## src/rtl/uart_pkg.sv

```systemverilog
// Shared UART definitions: default line rate, idle level and the baud divider helper.
// Used by both the RX and TX paths.
package uart_pkg;

   localparam int   DEF_CLK_FREQ = 50_000_000;
   localparam int   DEF_BAUD     = 9600;
   localparam logic LINE_IDLE    = 1'b1;

   // Registered state of the filtered line and its start-edge detector.
   typedef struct packed {
      logic level;
      logic prev;
      logic fall;
   } rx_line_t;

   function automatic int bps_cnt(input int clk_freq, input int baud);
      return clk_freq / baud;
   endfunction

   function automatic logic maj3(input logic a, input logic b, input logic c);
      return (a & b) | (a & c) | (b & c);
   endfunction

endpackage

```

## src/rtl/uart_bps_gen.sv

```systemverilog
// Baud counter: runs while run is high, emits a one-cycle tick at a fixed phase.
// HALF = 0 puts the tick on the wrap, which is what the TX side uses.
module uart_bps_gen
   import uart_pkg::*;
#(
   parameter int BPS_CNT = 10,
   parameter int HALF    = 5
) (
   input  logic clk,
   input  logic rst_n,
   input  logic run,
   output logic tick
);

   localparam int CW = (BPS_CNT > 1) ? $clog2(BPS_CNT) : 1;
   localparam logic [CW-1:0] LAST    = CW'(BPS_CNT - 1);
   localparam logic [CW-1:0] TICK_AT = (HALF == 0) ? LAST : CW'(HALF - 1);

   if (BPS_CNT < 4) begin : g_bad_bps
      $error("uart_bps_gen: BPS_CNT must be at least 4");
   end
   if (HALF >= BPS_CNT) begin : g_bad_half
      $error("uart_bps_gen: HALF must be below BPS_CNT");
   end

   logic [CW-1:0] cnt;

   // Dropping run clears the phase, so a restart always counts from zero.
   always_ff @(posedge clk or negedge rst_n) begin
      if (!rst_n) begin
         cnt  <= '0;
         tick <= 1'b0;
      end else if (!run) begin
         cnt  <= '0;
         tick <= 1'b0;
      end else begin
         cnt  <= (cnt == LAST) ? '0 : cnt + CW'(1);
         tick <= (cnt == TICK_AT);
      end
   end

endmodule

```

## src/rtl/uart_rx_frontend.sv

```systemverilog
// RX line front end: synchroniser, 3-tap majority filter, start-edge detect and
// the mid-bit sample strobe that drive the RX control FSM.
module uart_rx_frontend
   import uart_pkg::*;
#(
   parameter int CLK_FREQ    = DEF_CLK_FREQ,
   parameter int BAUD        = DEF_BAUD,
   parameter int SYNC_STAGES = 2
) (
   input  logic clk,
   input  logic rst_n,
   input  logic rx_pin,
   input  logic rx_band_sig,
   output logic rx_pin_in,
   output logic rx_pin_H2L,
   output logic rx_clk_bps
);

   localparam int BPS_CNT = bps_cnt(CLK_FREQ, BAUD);
   localparam int HALF    = BPS_CNT / 2;

   if (SYNC_STAGES < 2) begin : g_bad_sync
      $error("uart_rx_frontend: SYNC_STAGES must be at least 2");
   end
   if (BPS_CNT < 4) begin : g_bad_bps
      $error("uart_rx_frontend: CLK_FREQ/BAUD must be at least 4");
   end

   logic [SYNC_STAGES-1:0] sync;
   logic [1:0]             taps;
   logic                   synced;
   rx_line_t               line;

   // The last synchroniser flop doubles as the newest filter tap, which keeps
   // pin-to-level latency at SYNC_STAGES + 2.
   assign synced = sync[SYNC_STAGES-1];

   always_ff @(posedge clk or negedge rst_n) begin
      if (!rst_n) begin
         sync <= {SYNC_STAGES{LINE_IDLE}};
         taps <= {2{LINE_IDLE}};
         line <= '{level: LINE_IDLE, prev: LINE_IDLE, fall: 1'b0};
      end else begin
         sync       <= {sync[SYNC_STAGES-2:0], rx_pin};
         taps       <= {taps[0], synced};
         line.level <= maj3(synced, taps[0], taps[1]);
         line.prev  <= line.level;
         // Data-bit edges inside a frame must not look like a new start bit.
         line.fall  <= line.prev & ~line.level & ~rx_band_sig;
      end
   end

   assign rx_pin_in  = line.level;
   assign rx_pin_H2L = line.fall;

   uart_bps_gen #(
      .BPS_CNT(BPS_CNT),
      .HALF   (HALF)
   ) u_bps (
      .clk  (clk),
      .rst_n(rst_n),
      .run  (rx_band_sig),
      .tick (rx_clk_bps)
   );

endmodule

```

## config.mk

```make
export PLATFORM = sky130hd
export DESIGN_NAME = uart_rx_frontend
export DESIGN_NICKNAME = d
export VERILOG_FILES = /design/src/rtl/uart_pkg.sv /design/src/rtl/uart_bps_gen.sv /design/src/rtl/uart_rx_frontend.sv
export SDC_FILE = /design/constraint.sdc
export NUM_CORES = 1
export LEC_CHECK = 0
export ABC_AREA = 0
export BUFFER_PORTS_ARGS = -buffer_cell sky130_fd_sc_hd__buf_2
export CAP_MARGIN = 25
export CORE_ASPECT_RATIO = 1.1
export CORE_MARGIN = 4
export CORE_UTILIZATION = 56
export DETAILED_ROUTE_END_ITERATION = 12
export PLACE_DENSITY = 0.72
export SYNTH_ARGS = -nofsm -noshare
export SYNTH_HDL_FRONTEND = slang
export SYNTH_HIERARCHICAL = 1
export SYNTH_SLANG_ARGS = --single-unit
```

## constraint.sdc

```tcl
create_clock -name clk -period 2.1 [get_ports clk]
set_input_delay 0.315 -clock clk [delete_from_list [all_inputs] [get_ports clk]]
set_output_delay 0.315 -clock clk [all_outputs]
set_load 0.05 [all_outputs]
```

# ---- After elaboration in Yosys (flattened, before gate mapping)
# Index checks and enable logic that the tools add are counted.
dict set report classes {
  n_addsub 1
  n_eq_ne 2
  n_mux 3
  bitwise 9
}
# cell n
set ops {}
lappend ops {{13-bit 2-to-1 mux} 2}
lappend ops {{13-bit by 1-bit adder with 13-bit output (second input constant)} 1}
lappend ops {{13-bit by 12-bit equality test with 1-bit output (second input constant)} 1}
lappend ops {{13-bit equality test (second input constant)} 1}
lappend ops {{1-bit AND} 5}
lappend ops {{1-bit inverter} 2}
lappend ops {{1-bit OR} 2}
lappend ops {{1-bit 2-to-1 mux} 1}
dict set report word_totals {
  ff_bits 21
  inputBits 4
  elab_cells 22
}

# ---- Longest topological paths before layout
# Gate-level depths: netlist (run 1).
dict set report depth {
  word_depth 3
  ltp_mapped 5
}

# ---- Modules after synthesis
# Netlist (run 1), hierarchy kept.
# mod n_inst cells_per_inst area_each_um2 seq_area_each_um2
set by_module_without_submodules {}
lappend by_module_without_submodules {uart_bps_gen 1 71 715.7 350.3}
lappend by_module_without_submodules {uart_rx_frontend 1 9 201.4 182.7}

# ---- Worst setup path before layout (run 1)
# No wires, ideal clock.
dict set report synth_path {
  kind {register to register}
  start {register u_bps.cnt[8]}
  end {register u_bps.cnt[10]}
  setup_time_ps 130
  arrival_ps 1513
  required_ps 1970
  slack_ps 457
  path_stages_with_launch 5
  n_path_buf 1
  path_cell_list {dfrtp_1 > or4b_1 > o41ai_2 > buf_6 > a21oi_1}
}
dict set report synth_via {
  elab_chain_len 3
  word_cells_on_any_way 4
  cone_classes {1 x add/sub; 1 x eq/ne; 2 x mux}
}
# item line_no
set synth_rtl {}
lappend synth_rtl {{start: declaration} uart_bps_gen.sv:26} ;# logic [CW-1:0] cnt;
lappend synth_rtl {{start signal: assignment} uart_bps_gen.sv:37} ;# cnt <= (cnt == LAST) ? '0 : cnt + CW'(1);
lappend synth_rtl {{13-bit by 1-bit adder with 13-bit output / 13-bit equality test (equally long branches)} uart_bps_gen.sv:37}
lappend synth_rtl {{13-bit 2-to-1 mux (*)} uart_bps_gen.sv:37}
lappend synth_rtl {{13-bit 2-to-1 mux (*)} uart_bps_gen.sv:33} ;# end else if (!run) begin
# Every way passes the cells marked *; elsewhere a longest branch is shown, timed or not.

# ---- Worst setup path after layout (run 1)
# Ends and elaborated chain as after synthesis.

==> impl_results.md, run 1 <==
- Status: completed
- Seq/Total Area, Yosys: 0.581
- Worst-Margin Slew: 447 ps
- Fmax achieved: 0.570 GHz
- Mapped cell area: 917 µm²
- Slowest CP cell: or4b_1
- Clk sinks: 21
- Sw Pwr: 153 µW
- Chip Width: 46.6 µm
- LEAKAGE: 0.000411 µW
- Switching share of power: 0.231
- Clock Path Buffers: 2
- Startpoint Class: flip-flop
- Clk Latency, worst-skew pair: 300 ps
- Yosys reg bits: 21
- I/O pins: 7
- WP data required: 2290 ps
- Hold WC Path Type: in2reg
- Vias in the first global route: 636
- Crit end category: flip-flop
- Clock share of power: 0.284
- Buf/Inv on CP: 1
- WL/cell: 14.5 µm
- Port Buf Inserts: 6
- Post-DRT Antenna Nets: 0
- Fin crit share: 0.835
- Mapped Avg Cell Area: 11.5 µm²
- First-pass GRT wire length: 2860 µm
- Post-layout util: 0.643
- Synthesized Nets: 85
- Setup tns final: 0 ps
- GRT overflow: 0
- Layout cell share with drive strength beyond 1: 0.267
- Tmin final: 1750 ps
- Initial antenna violation count: 0
- Cts repair resizes: 0
- Cts bufs inserted: 3
- Delay of the slowest cell on the worst path: 530 ps
- Setup violations, final: 0
- Synthesis-to-layout area growth: 9.28%
- RSZ-0062 raised after global routing: no
- Final Hold Fails: 0
- DIE HEIGHT: 50.4 µm
- CTS root buf: clkbuf_4
- Initial drt markers: 9
- Register share of total power: 0.652
- Critical path class: reg2reg
- Worst-path clk slew: 110 ps
- Post-CTS setup buffers: 0
- Worst EP arrival: 1950 ps
- Via density: 6.05
- Remaining DRCs: 0
- Worst Path Max Fanout: 8
- Vias: 647
- Die area: 2350 µm²
- Mapped Cells: 80
- Worst hold slack: 99.5 ps
- Total wire length: 1550 µm
- Setup Skew: 3.38 ps
- Pwr Total: 661 µW
- Cell Pwr Density: 660 nW/µm²
- Slew Limit Headroom: 0.702
- Placed cells: 102
- CTS tree: done
- Starting Density: 0.589
- CP delay by family, top: simple AND/OR/NAND/NOR gates
- Unique masters post-synth: 29
- H-tree levels: 1
- Ys Warns: 6
- # nets final: 96
- Worst path cell trace: or4b_1, o41ai_2, buf_4, a21oi_1
- Layout Cells excl Fill: 107
- P_int: 508 µW
- Antenna diodes: 0
- Max IR drop VDD: 0.409 mV
- Core footprint: 1560 µm²
- Fin. max-slew vios: 0
- Detailed Routing Iterations Pass 1: 7
- Max-Cap Viols: 0
- Largest net degree at the start of global routing: 22
- Std cell rows: 15
- Combinational power share: 0.065
- Placed wire-length estimate: 1150 µm
- All-Layer GR Usage: 0.170
- RePlAce Congestion: 0.746
Yosys cell counts:
cell type | number | share of area
or2b_2 | 1 | 0.0096
maj3_2 | 1 | 0.012
o21ai_0 | 5 | 0.027
xor2_1 | 3 | 0.029
o41ai_2 | 1 | 0.018
or4b_1 | 1 | 0.011
or4_1 | 3 | 0.025
nand4b_1 | 1 | 0.0096
or3b_2 | 1 | 0.0096
or4_2 | 1 | 0.0096
nand4_1 | 3 | 0.020
nand2_1 | 3 | 0.012
dfstp_2 | 6 | 0.17
nor3b_1 | 2 | 0.016
nand3_1 | 5 | 0.027
nor3_1 | 2 | 0.011
a21oi_1 | 7 | 0.038
nor2_1 | 4 | 0.016
nor4bb_1 | 1 | 0.011
and2_1 | 1 | 0.0068
or3_2 | 1 | 0.0082
inv_1 | 1 | 0.0041
buf_6 | 1 | 0.012
ha_1 | 1 | 0.014
or3_1 | 3 | 0.020
dfrtp_1 | 15 | 0.41
o31ai_1 | 3 | 0.025
clkbuf_1 | 2 | 0.0082
o21bai_1 | 1 | 0.0082
through the flow:
step / area (µm²) / worst slack, ps
floorplan: 917 / 457
global placement: 965 / 421
detailed placement: 965 / 372
global route: 1000 / 230
CTS: 1000 / 347
finish: 1000 / 345
flip-flops by register name, summed over array words and instances (netlist names):
name,count
line,1
rx_pin_H2L,1
rx_pin_in,1
sync,2
taps,2
u_bps/cnt,13
u_bps/tick,1
cells by family after synthesis:
logic type,after synthesis,share of synthesized area
fa+ha+maj,2,0.0259
simple gates,33,0.224
compound gates,17,0.116
buf+inv,4,0.0246
xor+xnor,3,0.0287
flops,21,0.581
what timing repair did:
item	CTS	global route
hold endpoints to repair	15	0
setup endpoints to repair	0	0
hold buffers	1	0
power groups by stage:
stage	registers, µW	clock network [µW]	logic [µW]
floorplan	444	0	18.2
global placement	438	0	41.8
detailed placement	439	0	42.2
CTS	431	200	43.8
global route	433	213	48.5
finish	431	188	42.7
cell type report:
cell class,instances,area [µm²]
inverter,1,3.75
sequential,21,533
clock inverter,1,5.00
fill,135,556
timing repair buffer,9,55.1
clock buffer,3,22.5
tap,17,21.3
multi-input combinational,55,362
cell usage in the layout (no fill, tap or decap), types with 2 or more instances in the layout:
cell type  synthesis  final
a21oi_1            7      7
o31ai_1            3      3
nand3_1            5      5
dfrtp_1           15     15
nand4_1            3      3
xor2_1             3      3
nand2_1            3      3
clkbuf_4           0      3
nor3b_1            2      2
or3_1              3      3
nor2_1             4      4
buf_2              0      6
o21ai_0            5      5
buf_4              0      2
nor3_1             2      2
dfstp_2            6      6
or4_1              3      3
final timing paths:
path / start / to / slack, ps / depth (start not counted)
min: rx_pin / sync[0] / 100 / 1
min in group asynchronous: rst_n / u_bps/cnt[5] / 470 / 2
max: u_bps/cnt[8] / u_bps/cnt[10] / 350 / 4
min reg2reg: sync[0] / sync[1] / 360 / 0
max reg2reg: u_bps/cnt[8] / u_bps/cnt[10] / 350 / 4
max in group asynchronous: rst_n / sync[0] / 1290 / 2
per-layer routing:
layer  global-route usage  vias up  part of all wire
li1                     -      319                 -
met1                0.223      308              0.46
met2                0.255       17              0.48
met3               0.0466        3             0.045
met4               0.0806        0             0.017
met5                    0        -                 0
No activity file was read; power rests on OpenSTA's default activity.
==> run 2, diff against run 1 <==
Settings changed: CORE_UTILIZATION 56 to 50, PLACE_DENSITY 0.72 to 0.68.
Clock period 2.1 ns to 1.4 ns, I/O delays scaled along.
==> run 2 against run 1 <==
- the flow now finishes with violations (negative setup slack)
- routed wire length rose by 24%
- sequential share of layout area fell by 8.4 points
- fmax rose by 14%
- final cell count rose by 18%
- utilization rose by 7.7 points
- non-clock buffer count rose by 19
- critical path type unchanged
- critical endpoint is now u_bps/cnt[12]
- largest power group unchanged
- highest routed layer unchanged
==> impl_results.md, run 2 (same netlist as run 1, synthesis figures left out) <==
- # nets final: 115 (+20%)
- Reg2reg start: u_bps/cnt[7]
- Port Buf Inserts: 6 (unchanged)
- Commonest non-fill, non-tap cell in the layout: buf_4
- Critical path class: reg2reg
- Cell Pwr Density: 851 nW/µm² (+29%)
- Vias in the first global route: 764 (+20%)
- Clk Latency, worst-skew pair: 290 ps (about the same)
- Most frequent cells in the layout: buf_4, dfrtp_1, buf_2, dfstp_2, a21oi_1
- R2R setup slack: -140 ps (-480 ps)
- Final Hold Fails: 0 (unchanged)
- Die area: 2580 µm² (+10%)
- Crit end category: flip-flop
- Worst-Margin Slew: 468 ps (+21.0 ps)
- WP data required: 1580 ps (-710 ps)
- CP startpoint: u_bps/cnt[7]
- CP Capture Point: u_bps/cnt[12]
- Synthesis-to-layout area growth: 29.7%
- Core footprint: 1650 µm² (+6.0%)
- Fin. max-slew vios: 0 (unchanged)
- Post-layout util: 0.720 (+0.0771)
- Detailed Routing Iterations Pass 1: 4 (-3)
- I/O pins: 7 (unchanged)
- Cts bufs inserted: 3 (unchanged)
- DIE HEIGHT: 52.9 µm (+4.9%)
- Depth of the most critical reg-to-reg path: 4 (unchanged)
- CTS root buf: clkbuf_4
- CTS tree: done
- Layout Cells excl Fill: 126 (+18%)
- Setup violations, final: 11 (+11)
- Layout cell share with drive strength beyond 1: 0.440 (+0.174)
- Starting Density: 0.555 (-0.0335)
- Worst-path clk slew: 110 ps (about the same)
- Filler cell count: 128 (-5.2%)
- Biggest regs: u_bps/cnt (13), sync (2), taps (2)
- Antenna diodes: 0 (unchanged)
- Remaining DRCs: 0 (unchanged)
- RR Endpoint: u_bps/cnt[12]
- Fin crit share: 1.10 (+0.262)
- Slew Limit Headroom: 0.688 (-0.0140)
- Fmax achieved: 0.651 GHz (+14%)
- Largest register FFs: 13 (unchanged)
- Status: finished, violations left
- WL/cell: 15.3 µm (+5.4%)
- Biggest register: u_bps/cnt
- Chip Width: 48.8 µm (+4.8%)
- Violated checks: negative setup slack
- Post-layout worst setup margin: -136 ps (-481 ps)
- Total wire length: 1930 µm (+24%)
- RePlAce Congestion: 0.848 (+14%)
- Initial drt markers: 11 (+2)
- Placed cells: 119 (+17%)
- Tmin final: 1540 ps (-219 ps)
- Max IR drop VDD: 0.796 mV (+95%)
- Post-DRT Antenna Nets: 0 (unchanged)
- First-pass GRT wire length: 3530 µm (+24%)
- Clk sinks: 21 (unchanged)
- Fin area: 1190 µm² (+19%)
- Placed wire-length estimate: 1350 µm (+17%)
- Clock Path Buffers: 2 (unchanged)
- Std cell rows: 15 (unchanged)
- Via density: 5.91 (-2.2%)
- All-Layer GR Usage: 0.181 (+0.0104)
- GRT overflow: 0 (unchanged)
- Hold WC Path Type: in2reg
- Setup Skew: 3.18 ps (-0.205 ps)
- Largest net degree at the start of global routing: 22 (unchanged)
- Startpoint Class: flip-flop
- Placed cell area: 1110 µm² (+15%)
- RSZ-0062 raised after global routing: yes
- LEAKAGE: 0.000525 µW (+28%)
- Worst EP arrival: 1720 ps (-230 ps)
- Worst Path Max Fanout: 8 (unchanged)
- Initial antenna violation count: 0 (unchanged)
- Max-Cap Viols: 0 (unchanged)
- H-tree levels: 1 (unchanged)
- Vias: 745 (+15%)
## run 2: worst max-delay path, stage by stage (launching register included)
cell and delay (ps):
dfrtp_1 390, or4b_4 550, o41ai_4 260, buf_6 180, a21oi_1 50
## run 2: how the worst min path moves through the flow
stage	cells after the start	startpoint	endpoint
detailed placement	1	rst_n	u_bps/cnt[4]
global route	2	rx_band_sig	rx_pin_H2L
floorplan	0	rst_n	rx_pin_H2L
CTS	2	rx_band_sig	rx_pin_H2L
finish	2	rx_band_sig	rx_pin_H2L
global placement	1	rst_n	u_bps/cnt[5]
## run 2: layout make-up
type	count	area [µm²]	area share
tap	17	21.3	0.0179
sequential	21	533	0.448
multi-input combinational	55	400	0.336
clock buffer	3	22.5	0.0189
inverter	1	3.75	0.00315
timing repair buffer	28	204	0.171
clock inverter	1	5.00	0.00421
## run 2: power breakdown
part	switching, µW	leakage, µW	internal, µW
Combinational	48.8	0.000238	35.6
Clock	176	0.0000177	106
Sequential	12.2	0.000270	633
Total	237	0.000525	775
## run 2: layer usage
metal | track usage | up-vias | part of all wire
met1 | 0.217 | 371 | 0.43
li1 | - | 357 | -
met4 | 0.0673 | 0 | 0.0073
met2 | 0.326 | 15 | 0.53
met3 | 0.0282 | 2 | 0.032
met5 | 0 | - | 0
## run 2: through the flow
step / setup WS, ps / total power (µW) / TNS (ps) / hold slack [ps]
finish: -136 / 1010 / -1370 / 161
global route: -218 / 1080 / -2150 / 144
CTS: -151 / 1020 / -1440 / 156
detailed placement: -151 / 734 / -1480 / 185
global placement: -135 / 730 / -1290 / 180
floorplan: -113 / 695 / -1080 / -85.6
## run 2: repair_timing
action                     in CTS  in global routing
setup endpoints to repair      12                 11
buffers inserted                1                  0
gates cloned                    0                  0
resized for setup               4                  3
hold endpoints to repair       16                  0
pin swaps                       4                  0
hold buffers                    2                  0
